==> src/rtl/arith_pkg.sv <==
// Shared definitions for the arithmetic_modules library: default widths and
// the divider state encoding.
package arith_pkg;

   localparam int unsigned DIV_W = 32;

   typedef enum logic [1:0] {
      IDLE = 2'd0,
      RUN  = 2'd1,
      FIN  = 2'd2
   } div_state_t;

endpackage

==> src/rtl/div_step.sv <==
// One restoring-division iteration: shift in a dividend bit, then do a trial
// subtraction with a ripple adder (inverted divisor, carry-in 1).
module div_step
   import arith_pkg::*;
#(
   parameter int unsigned N = DIV_W
) (
   input  logic [N:0]   r,
   input  logic         shift_in,
   input  logic [N-1:0] d,
   output logic [N:0]   r_next,
   output logic         q_bit
);

   logic [N:0] r_sh;
   logic [N:0] d_inv;
   logic [N:0] trial;

   assign r_sh  = {r[N-1:0], shift_in};
   assign d_inv = ~{1'b0, d};

   // (N+1)-bit ripple-carry adder computing r_sh - d
   always_comb begin
      logic c;
      c     = 1'b1;
      trial = '0;
      for (int unsigned i = 0; i <= N; i++) begin
         trial[i] = r_sh[i] ^ d_inv[i] ^ c;
         c        = (r_sh[i] & d_inv[i]) | (c & (r_sh[i] ^ d_inv[i]));
      end
   end

   // A set R[N] means the shifted value overflowed N+1 bits and is surely >= d
   assign q_bit  = r[N] | ~trial[N];
   assign r_next = q_bit ? trial : r_sh;

endmodule

==> src/rtl/seq_divider.sv <==
// Multi-cycle unsigned restoring divider with a start/busy/done handshake;
// one trial subtraction per clock, N iterations per divide.
module seq_divider
   import arith_pkg::*;
#(
   parameter int unsigned N = DIV_W
) (
   input  logic         clk,
   input  logic         rst_n,
   input  logic         start,
   input  logic [N-1:0] dividend,
   input  logic [N-1:0] divisor,
   output logic         busy,
   output logic         done,
   output logic [N-1:0] quotient,
   output logic [N-1:0] remainder,
   output logic         div_by_zero
);

   localparam int unsigned CW = $clog2(N) + 1;

   div_state_t   state, state_n;
   logic [N:0]   r, r_n;
   logic [N-1:0] q, q_n;
   logic [N-1:0] d, d_n;
   logic [CW-1:0] count, count_n;
   logic         busy_n, done_n, dbz_n;
   logic [N-1:0] quotient_n, remainder_n;

   logic [N:0]   r_step;
   logic         q_bit;

   div_step #(.N(N)) u_step (
      .r        (r),
      .shift_in (q[N-1]),
      .d        (d),
      .r_next   (r_step),
      .q_bit    (q_bit)
   );

   // Next-state and next-output logic; FIN accepts start exactly like IDLE
   always_comb begin
      state_n     = state;
      r_n         = r;
      q_n         = q;
      d_n         = d;
      count_n     = count;
      done_n      = 1'b0;
      quotient_n  = quotient;
      remainder_n = remainder;
      dbz_n       = div_by_zero;

      case (state)
         RUN: begin
            r_n     = r_step;
            q_n     = {q[N-2:0], q_bit};
            count_n = count + CW'(1);
            if (count == CW'(N - 1)) begin
               state_n     = FIN;
               done_n      = 1'b1;
               quotient_n  = {q[N-2:0], q_bit};
               remainder_n = r_step[N-1:0];
            end
         end
         default: begin
            state_n = IDLE;
            if (start) begin
               if (divisor != '0) begin
                  state_n = RUN;
                  r_n     = '0;
                  q_n     = dividend;
                  d_n     = divisor;
                  count_n = '0;
                  dbz_n   = 1'b0;
               end else begin
                  state_n     = FIN;
                  done_n      = 1'b1;
                  quotient_n  = '1;
                  remainder_n = dividend;
                  dbz_n       = 1'b1;
               end
            end
         end
      endcase

      busy_n = (state_n == RUN);
   end

   always_ff @(posedge clk or negedge rst_n) begin
      if (!rst_n) begin
         state       <= IDLE;
         r           <= '0;
         q           <= '0;
         d           <= '0;
         count       <= '0;
         busy        <= 1'b0;
         done        <= 1'b0;
         quotient    <= '0;
         remainder   <= '0;
         div_by_zero <= 1'b0;
      end else begin
         state       <= state_n;
         r           <= r_n;
         q           <= q_n;
         d           <= d_n;
         count       <= count_n;
         busy        <= busy_n;
         done        <= done_n;
         quotient    <= quotient_n;
         remainder   <= remainder_n;
         div_by_zero <= dbz_n;
      end
   end

endmodule

==> config.mk <==
export PLATFORM = sky130hd
export DESIGN_NAME = seq_divider
export DESIGN_NICKNAME = d
export VERILOG_FILES = /design/src/rtl/arith_pkg.sv /design/src/rtl/div_step.sv /design/src/rtl/seq_divider.sv
export SDC_FILE = /design/constraint.sdc
export NUM_CORES = 1
export LEC_CHECK = 0
export ABC_AREA = 1
export CORE_MARGIN = 4
export CORE_UTILIZATION = 50
export CTS_CLUSTER_DIAMETER = 120
export DETAILED_ROUTE_END_ITERATION = 16
export PLACE_DENSITY = 0.77
export RECOVER_POWER = 25
export SETUP_SLACK_MARGIN = 0.15
export SLEW_MARGIN = 15
export SYNTH_ARGS = -nofsm -noshare
export SYNTH_HDL_FRONTEND = slang
export SYNTH_HIERARCHICAL = 1
export SYNTH_SLANG_ARGS = --single-unit
==> constraint.sdc <==
create_clock -name clk -period 13.51 [get_ports clk]
set_clock_uncertainty 0.15 [all_clocks]
set_input_delay 2.702 -clock clk [delete_from_list [all_inputs] [get_ports clk]]
set_output_delay 2.702 -clock clk [all_outputs]
set_load 0.02 [all_outputs]
* Word level (Yosys, flattened, before mapping)
Cells that the tools add are included.
Word-level totals: register bits after elaboration 172, input bits 67, output and inout bits 67
Operators by class: add/subtract/negate cells 1, multiplexer cells 26, bitwise logic cells 165, equal/unequal tests 5, reductions and logical operators 7
Operators by type and width (count):
- two-way mux 32 bit | 11
- two-way mux 33 bit | 4
- XOR 1 bit | 65
- bitwise AND 1 bit | 63
- NOT 32 -> 33 bit | 1
- bitwise OR 1 bit | 33
- nonzero test 32 bit | 1
- two-way mux 6 bit | 3
- two-way mux 2 bit | 4
- adder 6 x 1 -> 6 bit (second input constant) | 1
- == test 6 x 5 -> 1 bit (second input constant) | 1
- AND reduction 3 bit | 2
- == test 2 x 1 -> 1 bit (second input constant) | 2
- two-way mux 1 bit | 4
- AND reduction 2 bit | 2
- nonzero test 2 bit | 2
- NOT 1 bit | 3
- != test 2 x 1 -> 1 bit (second input constant) | 1
- != test 2 bit (second input constant) | 1

* Logic depth before layout (Yosys ltp)
depth after elaboration 71, mapped depth 46, depth with buffers taken out 45

* Cells and area by module
Netlist, hierarchy kept.
By module, submodules not included:
- seq_divider | instances 1, cells each 954, area each 7598.5 µm²
- div_step | instances 1, cells each 210, area each 1435.1 µm²

* Worst setup path before layout
OpenSTA, ideal clock, no wires.
path type register -> register, start register d[0], end register remainder[30], slack 0.338 ns, period minus slack after synthesis 13.172 ns, stages on the path, launching flop included 46, arrival time 12.906 ns, cells stage by stage dfrtp_1 ha_1 fa_1 fa_1 fa_1 fa_1 fa_1 fa_1 fa_1 fa_1 fa_1 fa_1 fa_1 fa_1 fa_1 fa_1 fa_1 fa_1 [... 10 more ...] fa_1 fa_1 fa_1 inv_1 fa_1 inv_1 fa_1 inv_1 nand2_1 nand2_4 nand2_8 buf_12 nand2_2 nand2_1 nand2_1 nand2_1 nand2_1 nand2_1
Between the ends: longest elaborated chain between the ends 71, elaborated cells on any way between the ends 73, those cells by class mux: 3; bitwise: 70
Ends and longest elaborated chain:
- from (decl) | line seq_divider.sv:25 | logic [N-1:0] d, d_n;
- from (signal assigned) | line seq_divider.sv:105 | d <= d_n;
- NOT 32 -> 33 bit (*) | line div_step.sv:20 | assign d_inv = ~{1'b0, d};
- bitwise AND 1 bit / XOR 1 bit (equally long branches) | line div_step.sv:29 | c = (r_sh[i] & d_inv[i]) | (c & (r_sh[i] ^ d_inv[i]));
- bitwise OR 1 bit (*) | line div_step.sv:29
- bitwise AND 1 bit (*) | line div_step.sv:29
- bitwise OR 1 bit (*) | line div_step.sv:29
- bitwise AND 1 bit (*) | line div_step.sv:29
- bitwise OR 1 bit (*) | line div_step.sv:29
- bitwise AND 1 bit (*) | line div_step.sv:29
- [... 57 more ...]
- XOR 1 bit (*) | line div_step.sv:28 | trial[i] = r_sh[i] ^ d_inv[i] ^ c;
- NOT 1 bit (*) | line div_step.sv:34 | assign q_bit = r[N] | ~trial[N];
- bitwise OR 1 bit (*) | line div_step.sv:34
- named net q_bit | line seq_divider.sv:31 | logic q_bit;
- two-way mux 33 bit (*) | line div_step.sv:35 | assign r_next = q_bit ? trial : r_sh;
- named net r_step[30] | line seq_divider.sv:30 | logic [N:0] r_step;
- two-way mux 32 bit (*) | line seq_divider.sv:58 | if (count == CW'(N - 1)) begin
- two-way mux 32 bit (*) | line seq_divider.sv:53 | case (state)
- to (signal assigned) | line seq_divider.sv:110 | remainder <= remainder_n;
- to (decl) | line seq_divider.sv:16 | output logic [N-1:0] remainder,
Mark *: on every way through the listed nets, which the timed path passes. The rest lies on a longest branch. The select of a mux whose other input is x is not followed. A chain may end at the register's enable or synchronous reset.

* Final worst setup path
start register d[0], end register remainder[25]
Between the ends: longest elaborated chain between the ends 71, elaborated cells on any way between the ends 73, those cells by class mux: 3; bitwise: 70
Ends and longest elaborated chain (line):
- NOT 32 -> 33 bit (*) | div_step.sv:20
- bitwise AND 1 bit / XOR 1 bit (equally long branches) | div_step.sv:29
- bitwise OR 1 bit (*) | div_step.sv:29
- bitwise AND 1 bit (*) | div_step.sv:29
- bitwise OR 1 bit (*) | div_step.sv:29
- bitwise AND 1 bit (*) | div_step.sv:29
- bitwise OR 1 bit (*) | div_step.sv:29
- bitwise AND 1 bit (*) | div_step.sv:29
- [... 56 more ...]
- bitwise OR 1 bit | div_step.sv:29
- XOR 1 bit | div_step.sv:28
- NOT 1 bit | div_step.sv:34
- bitwise OR 1 bit | div_step.sv:34
- two-way mux 33 bit (*) | div_step.sv:35
- named net r_step[25] | seq_divider.sv:30
- two-way mux 32 bit (*) | seq_divider.sv:58
- two-way mux 32 bit (*) | seq_divider.sv:53
Marked as above.

==> metrics.txt <==
Yosys top cell area share=between 40% and 50%; post-synthesis adder-cell area fraction=7.15%; IO buf count=133; Final Worst Setup Slack=0.574 ns; clk buf depth=2; # nets final=1393; Post-Synth Simple-Gate Area=between 30% and 40%; reg-to-reg slack, setup=around 0.57 ns; Core Rows=48; CP delay by family, top=adder cells; CP bufs+invs=4; maximum vdd drop=between 0.00015 and 0.0002 V; P_int=0.00202 W; Final period util=95.8%; Post-CTS Setup Repair Bufs=0; status=finished, violations left; failing checks=capacitance limit, slew limit; Slew HR=-218%; delay of the slowest critical-path stage=roughly 0.39 ns; root buf cell=clkbuf_16; first-pass GRT wire length=approximately 38 mm; DRT antenna net count=0; hold depth=2; Detailed Place HPWL=15.7 mm; compound-gate portion of the synthesized area=1.99%; Switching Fraction=44.2%; CTS Sinks=172; post-DR vias/cell=5.11; largest net degree at the start of global routing=91; die area=between 20000 and 25000 um2; CP Launch Type=register; max frequency=77.3 MHz; clock buffer count from CTS=17; Routed WL=~23 mm; post-synthesis mux area share=0%; largest cells by area after synthesis=dfrtp_1 (48%), nand2_1 (22%), nand3_1 (9.0%); number of synthesized register bits=172; DRC Markers=0; number of diodes=0; Leak=6.00 nW; Psw=0.00160 W; number of global-route vias before repair=7471; GPL Wtd Cong=0.818; RR Startpoint=d[0]; final setup vio count=0; max cap viols=1; yosys warns=6; RSZ-0062 raised after global routing=no; critical path class=reg -> reg; cell mode on critical path=fa_2; final count of pins violating max slew=91; Syn Area/Cell=slightly below 8 um2; insertion delay to the later sink of the worst-skew pair=~0.43 ns; # IOs=134; Clock Power Share=approximately 14%; required time of the critical path=13.73 ns; Final Hold Vio Count=0; reg-to-reg endpoint=remainder[25]; slew of the pin with the lowest slew margin=roughly 4.8 ns; total nets after synthesis=1264; Slowest-stage cell, CP=dfrtp_1; PwrDens=between 300 and 400 nW/um2; drt first-iter violations=972; sequential power share=between 20 and 30%; Vias=7826; worst r2r path cells=44; H-tree depth=4; die height=142 um; clock-pin slew on the worst setup and hold paths=0.07 ns; Critical Path Fanout Max=6; CTS tree=done; main combinational cell family by area after synthesis=simple AND/OR/NAND/NOR gates; Mapped Cells=1164; All-Layer GR Usage=23.7%; Worst Hold End=q[0]; share of total power in combinational logic=59.3%; Tightest Hold Check Type=reg -> reg; Netlist Area Pre-Place=9030 um2; wire per inst=15.2 um; GRT overflow=0; HP Start=q[0]; Power, Total=0.00362 W; fraction of layout cells with a size suffix above 1=a little under a tenth; XOR/XNOR share of the synthesized area=0.0970%; area leader, netlist=dfrtp_1; effective utilization at floorplan=51.7%; first-pass iteration count of the detailed router=6; die width=roughly 140 um; crit end category=register; initial antenna violation count=0; P&R area growth vs syn=24.5%; Worst Path Arrival=13.16 ns; register area share after synthesis=47.6%; fin crit period=12.94 ns; DP Worst Slack=-0.365 ns; core area=17500 um2; synth unique cells=24
[cell usage after synthesis, drive strengths merged]
cell type	instances
nand2	552
dfrtp	172
nand3	162
inv	109
buf	49
o21ai	35
nor2	32
fa	31
clkbuf	17
ha	2
a21oi	1
nand4	1
xnor2	1
[state kept, by name, indices dropped and copies added (netlist names)]
signal and flops:
r 33, d 32, q 32, quotient 32, remainder 32, count 6, state 2, busy 1
div_by_zero 1, done 1
[power groups by stage]
stage               Combinational (W)  Sequential (W)  Clock [W]
floorplan                     0.00123         0.00104          0
global placement              0.00201        0.000968          0
detailed placement            0.00208        0.000972          0
CTS                           0.00213        0.000968   0.000506
global route                  0.00242         0.00100   0.000531
finish                        0.00214        0.000971   0.000502
[worst max-delay path by stage]
stage,start,end,slack (ns),cells after the start
2_1_floorplan,d[0],remainder[30],0.34,45
3_3_place_gp,d[0],remainder[8],-0.17,45
3_5_place_dp,d[0],remainder[8],-0.36,45
4_1_cts,d[0],remainder[8],0.17,45
5_1_grt,d[0],remainder[22],0.19,44
6_report,d[0],remainder[25],0.57,44
[cell type report]
| type | instances | area [um2] |
|---|---|---|
| Tap cell | 225 | 282 |
| Inverter | 109 | 409 |
| Fill cell | 1476 | 6230 |
| Sequential cell | 172 | 4300 |
| Multi-Input combinational cell | 818 | 3980 |
| Timing Repair Buffer | 175 | 1660 |
| Clock inverter | 13 | 154 |
| Clock buffer | 19 | 453 |
[metrics by stage]
stage	util (%)	TNS (ns)	hold slack, ns	cells	instance area [um2]
CTS	64.2	0	0.325	1530	11200
floorplan	-	0	0.292	1164	9030
detailed placement	60.4	-20.51	0.308	1497	10600
global placement	60.4	-6.66	0.303	1497	10600
finish	64.4	0	0.324	1531	11200
global route	64.4	0	0.349	1531	11200
[per-layer routing]
layer	part of all wire, %	GRT usage [%]
met4	1.1	5.00
met3	7.7	4.84
met1	45	35.6
met2	46	36.2
met5	0	0
[placed cells by master (no fill, tap or decap), drive strengths merged, types with 13 or more instances in the layout]
cell type / Yosys / final
clkbuf: 17 / 20
dfrtp: 172 / 172
fa: 31 / 31
nand3: 162 / 162
inv: 109 / 114
buf: 49 / 42
nand2: 552 / 553
nor2: 32 / 32
dlygate4sd3: 0 / 13
clkdlybuf4s50: 0 / 119
o21ai: 35 / 35
[cells by family (layout without fill, tap and decap cells)]
logic type / count (synthesis) / after routing
adders and majority gates: 33 / 33
and+or+nand+nor: 747 / 748
DFF: 172 / 172
AOI/OAI and AO/OA: 36 / 36
xor gates and xnor gates: 1 / 1
buffers and inverters: 175 / 316
[what timing repair did]
| item | in CTS | in global routing |
|---|---|---|
| gates resized for setup | 16 | 11 |
| gates cloned | 1 | 1 |
| setup endpoints to repair | 67 | 66 |
| pin swaps | 2 | 4 |
| hold buffers | 0 | 0 |
[worst reg2reg max path, delay by kind of cell (launching register included)]
kind          cells  cell delay [ns]
flops             1             0.39
buf+inv           4             0.40
simple gates      8             0.80
fa+ha+maj        32            11.13
No activity file was read; power rests on OpenSTA's default activity.
